`src/rtl/ksa.sv`:
```
// ARC4 key-scheduling stage: permutes the 256-byte S memory in place using the key.
// One byte read or write per cycle on a single-port memory with one-cycle read latency.
module ksa #(
  parameter int KEY_BYTES = 3
) (
  input  logic                   clk,
  input  logic                   rst,
  input  logic                   en,
  output logic                   rdy,
  input  logic [8*KEY_BYTES-1:0] key,
  output logic [7:0]             addr,
  input  logic [7:0]             rddata,
  output logic [7:0]             wrdata,
  output logic                   wren
);

  localparam int KW = (KEY_BYTES > 1) ? $clog2(KEY_BYTES) : 1;
  localparam logic [KW-1:0] K_LAST = KW'(KEY_BYTES - 1);

  typedef enum logic [2:0] {
    IDLE,
    RD_SI,
    WT_SI,
    RD_SJ,
    WT_SJ,
    WR_I,
    WR_J
  } state_t;

  state_t                 state_q;
  logic [8*KEY_BYTES-1:0] key_q;
  logic [7:0]             i_q;
  logic [7:0]             j_q;
  logic [KW-1:0]          k_q;
  logic [7:0]             si_q;
  logic [7:0]             addr_q;
  logic [7:0]             wrdata_q;
  logic                   wren_q;
  logic                   rdy_q;

  // Byte 0 of the key is the most significant byte.
  logic [7:0] kb [KEY_BYTES];
  for (genvar g = 0; g < KEY_BYTES; g++) begin : g_kb
    assign kb[g] = key_q[8*(KEY_BYTES-1-g) +: 8];
  end

  logic [7:0] kbyte;
  logic [7:0] j_d;
  always_comb begin
    kbyte = kb[k_q];
    j_d   = j_q + rddata + kbyte;
  end

  always_ff @(posedge clk) begin
    if (rst) begin
      state_q  <= IDLE;
      key_q    <= '0;
      i_q      <= '0;
      j_q      <= '0;
      k_q      <= '0;
      si_q     <= '0;
      addr_q   <= '0;
      wrdata_q <= '0;
      wren_q   <= 1'b0;
      rdy_q    <= 1'b1;
    end else begin
      case (state_q)
        IDLE: begin
          wren_q <= 1'b0;
          rdy_q  <= 1'b1;
          if (en) begin
            key_q   <= key;
            i_q     <= '0;
            j_q     <= '0;
            k_q     <= '0;
            addr_q  <= '0;
            rdy_q   <= 1'b0;
            state_q <= RD_SI;
          end
        end
        RD_SI: state_q <= WT_SI;
        WT_SI: begin
          // Address for the S[j] read is the freshly updated j.
          si_q    <= rddata;
          j_q     <= j_d;
          addr_q  <= j_d;
          state_q <= RD_SJ;
        end
        RD_SJ: state_q <= WT_SJ;
        WT_SJ: begin
          addr_q   <= i_q;
          wrdata_q <= rddata;
          wren_q   <= 1'b1;
          state_q  <= WR_I;
        end
        WR_I: begin
          addr_q   <= j_q;
          wrdata_q <= si_q;
          wren_q   <= 1'b1;
          state_q  <= WR_J;
        end
        WR_J: begin
          wren_q <= 1'b0;
          if (i_q == 8'hFF) begin
            rdy_q   <= 1'b1;
            state_q <= IDLE;
          end else begin
            i_q     <= i_q + 8'd1;
            addr_q  <= i_q + 8'd1;
            k_q     <= (k_q == K_LAST) ? '0 : k_q + 1'b1;
            state_q <= RD_SI;
          end
        end
        default: begin
          wren_q  <= 1'b0;
          rdy_q   <= 1'b1;
          state_q <= IDLE;
        end
      endcase
    end
  end

  assign rdy    = rdy_q;
  assign addr   = addr_q;
  assign wrdata = wrdata_q;
  assign wren   = wren_q;

endmodule
```
`config.mk`:
```
export PLATFORM = sky130hd
export DESIGN_NAME = ksa
export DESIGN_NICKNAME = d
export VERILOG_FILES = /design/src/rtl/ksa.sv
export SDC_FILE = /design/constraint.sdc
export NUM_CORES = 1
export LEC_CHECK = 0
export ABC_CLOCK_PERIOD_IN_PS = 6000
export CAP_MARGIN = 20
export CORE_MARGIN = 2
export CORE_UTILIZATION = 55
export CTS_BUF_LIST = sky130_fd_sc_hd__clkbuf_8 sky130_fd_sc_hd__clkbuf_16
export CTS_CLUSTER_SIZE = 12
export DETAILED_ROUTE_END_ITERATION = 6
export PLACE_DENSITY_LB_ADDON = 0.05
export SYNTH_ARGS = -nofsm -noshare
export SYNTH_HDL_FRONTEND = slang
export SYNTH_SLANG_ARGS = --single-unit
```
`constraint.sdc`:
```
create_clock -name clk -period 6 [get_ports clk]
set_clock_uncertainty 0.2 [all_clocks]
set_input_delay 0.9 -clock clk [delete_from_list [all_inputs] [get_ports clk]]
set_output_delay 0.9 -clock clk [all_outputs]
set_load 0.05 [all_outputs]
```
==> run metrics <==
Port Buf Inserts between 50 and 60; Sink Count around 70; PwrDens between 200 and 300 nW/um^2; diode count 0; CP endpoint kind flop; First-pass DRT Iterations 4; Synth Register Bits between 70 and 80; CP arrival about 3.5 ns; CP max-delay cell dfxtp_1; min Tclk post-route ~3.5 ns; depth of the CTS H-tree 3; clk_lat worst skew approximately 0.35 ns; postcts setup bufs 0; most area-consuming cells after synthesis dfxtp_1 (39%), nand2_1 (9.3%), a21oi_1 (8.2%); Relative slew margins 30.76%; final hold viol count 0; initial antenna violation count 0; Area growth syn-to-layout 18.13%; Rows 29; Worst Max-Slew Pin Slew approximately 1.0 ns; Setup crit start kind flop; drt wl/cell 15.38 um; hold depth 2; post-DP HPWL between 5000 and 6000 um; syn_nets between 400 and 500; Chip Height 85.71 um; Slew Viols, Final 0; Seq/Total Area, Yosys 38.71%; top-area cell type share of the netlist area between 30% and 40%; CP peak stage delay approximately 0.69 ns; GRT Total Usage around a quarter; core area ~6400 um^2; gr ovfl total 0; Post-Layout Cell Count 561; DRC viols 0; drt initial violations 180; Die ar. approximately 7300 um^2; Min-Delay Endpoint addr[0]; cell family with most CP delay adder cells; Critical R2R Capture addr[7]; Ys Warns 0; EDFF count, synth 0; DIE WIDTH ~86 um; crit-path cells nor2b_1 > nand2_1 > o21ai_0 > fa_1 > ha_1 > inv_1 > fa_1 > nor2b_1 > o2111ai_1 > and4_1 > mux2i_1 > a311oi_1; hold-fix buffers at CTS 0; status finished, final reports clean; IO Count 53; largest net degree at the start of global routing 73; Post-Syn Area about 3700 um^2; Fin Setup TNS 0 ns; crit path buf inv count 1; Yosys cell types 55; global-route wire length before repair about 15000 um; cell count after synthesis around 450; Synth area leader dfxtp_1; Leakage ~1.5 nW; Total Wirelength approximately 8600 um; CTS max path bufs 2; worst path required time about 6 ns; reg2reg start k_q[1]; Crit Path Class flop to flop; r2r setup slk between 2 and 2.5 ns; CTS Root Cell clkbuf_8; vias in the first global route 3045; async set or reset register ratio after synthesis 0%; worst r2r path cells 12; TritonCTS Buffers 9; CTS tree built; crit share post-route approximately 59%; Max VDD drop about 200 uV; post-route ant nets 0; Initial Utilization a little under three fifths; RSZ-0062 raised after global routing false; f_max between 200 and 300 MHz; Clock transition at path regs about 0.080 ns; Routability Congestion around 0.87; Worst Min Path Start addr[0]; share of layout cells above drive strength 1 5.785%; Max FO, Critical Path 11; post-CTS sizing 0; Layout Nets about 530; Syn Area/Cell between 8 and 9 um^2; Max Cap Viol 0; total number of vias 3234; HP Class flop to flop; placed insts 545; DR vias/cell a little under 6; main flop type after synthesis dfxtp_1; Setup-failing EPs final 0
-- layer usage --
layer | track usage (%) | vias to the layer above | wire length [um]
li1 | - | 1618 | -
met1 | 32.83 | 1519 | 3902
met2 | 40.63 | 84 | 4160
met3 | 5.486 | 13 | 417
met4 | 7.504 | 0 | 150
met5 | 0 | - | 0
-- worst reg2reg max path, cell delays in order, from the launching register on --
cell	delay, ns
dfxtp_1	0.69
nor2b_1	0.25
nand2_1	0.14
o21ai_0	0.11
fa_1	0.50
ha_1	0.18
inv_1	0.07
fa_1	0.40
nor2b_1	0.19
o2111ai_1	0.14
and4_1	0.22
mux2i_1	0.18
a311oi_1	0.11
-- state kept, by name (all words and copies together) (netlist names) --
register,count
si_q,8
state_q,3
wren,1
i_q,8
k_q,2
rdy,1
addr,8
j_q,8
wrdata,8
kb,24
-- per-stage QoR --
step | utilization, % | hold WS [ns] | cell area (um^2) | total power, mW | setup slack (ns)
floorplan | - | 0.2357 | 3672 | 0.6670 | 2.904
global placement | 64.83 | 0.2396 | 4140 | 0.7260 | 2.273
detailed placement | 64.83 | 0.2434 | 4140 | 0.7305 | 2.255
CTS | 67.93 | 0.2541 | 4338 | 1.107 | 2.509
global route | 67.93 | 0.2722 | 4338 | 1.155 | 2.177
finish | 67.93 | 0.2535 | 4338 | 1.100 | 2.484
-- cells in the final DEF (no fill, tap or decap), types with 4 or more instances in the layout --
master           instances
nand2_1                 91
dfxtp_1                 71
a21oi_1                 60
clkdlybuf4s50_1         51
nor2_1                  27
mux2i_1                 25
o21ai_0                 23
a211oi_1                10
clkbuf_8                 9
nand3_1                  8
fa_1                     8
ha_1                     7
nor2b_1                  5
inv_1                    5
nand2b_1                 5
nand3b_1                 5
a31oi_1                  4
xor2_1                   4
xnor2_1                  4
a22oi_1                  4
-- power breakdown --
group | total [mW] | leakage, nW | internal (mW) | switching (mW)
sequential | 0.514 | 0.577 | 0.495 | 0.0186
combinational | 0.207 | 0.841 | 0.0868 | 0.120
clock | 0.380 | 0.0992 | 0.192 | 0.187
-- how the worst max path moves through the flow --
stage | start | depth (start not counted) | to
after global routing | k_q[1] | 12 | addr[7]
final | k_q[1] | 12 | addr[7]
after global placement | rddata[1] | 10 | addr[7]
after floorplan | rddata[1] | 9 | addr[7]
after CTS | k_q[1] | 12 | addr[7]
after detailed placement | rddata[1] | 10 | addr[7]
-- synthesized netlist by cell type, types with 2 or more instances --
cell and n:
a211o_1 2, a211oi_1 10, a21oi_1 60, a22oi_1 4, a311oi_1 3, a31oi_1 4, and2_1 2, and3_1 2
and4_1 2, buf_1 2, buf_2 13, buf_4 2, buf_6 2, clkbuf_1 15, dfxtp_1 71, fa_1 8
ha_1 7, inv_1 5, mux2i_1 25, nand2_1 91, nand2b_1 5, nand3_1 8, nand3b_1 5, nor2_1 27
nor2b_1 5, nor3_1 3, nor3_2 2, o21ai_0 23, o21bai_1 3, o22ai_1 2, o2bb2ai_1 2, or3_1 3
xnor2_1 4, xor2_1 4
-- cells by family after synthesis --
group	count (synthesis)	share of synthesized area [%]
AOI/OAI and AO/OA	122	19.52
xor gates and xnor gates	8	1.908
adders and majority gates	15	6.746
buffers and inverters	40	5.144
DFF	71	38.71
muxes	26	7.121
and+or+nand+nor	165	20.85
-- cell type report --
cell class              instances  area (um^2)
repair buffers                 55        538.0
well taps                      77        96.34
inverters                       6        22.52
multi-input cells             336         2062
clock inverters                 7        73.82
flip-flops and latches         71         1421
fillers                       550         2048
clock buffers                   9        123.9
Note: power is estimated with default switching activity, not from simulation.
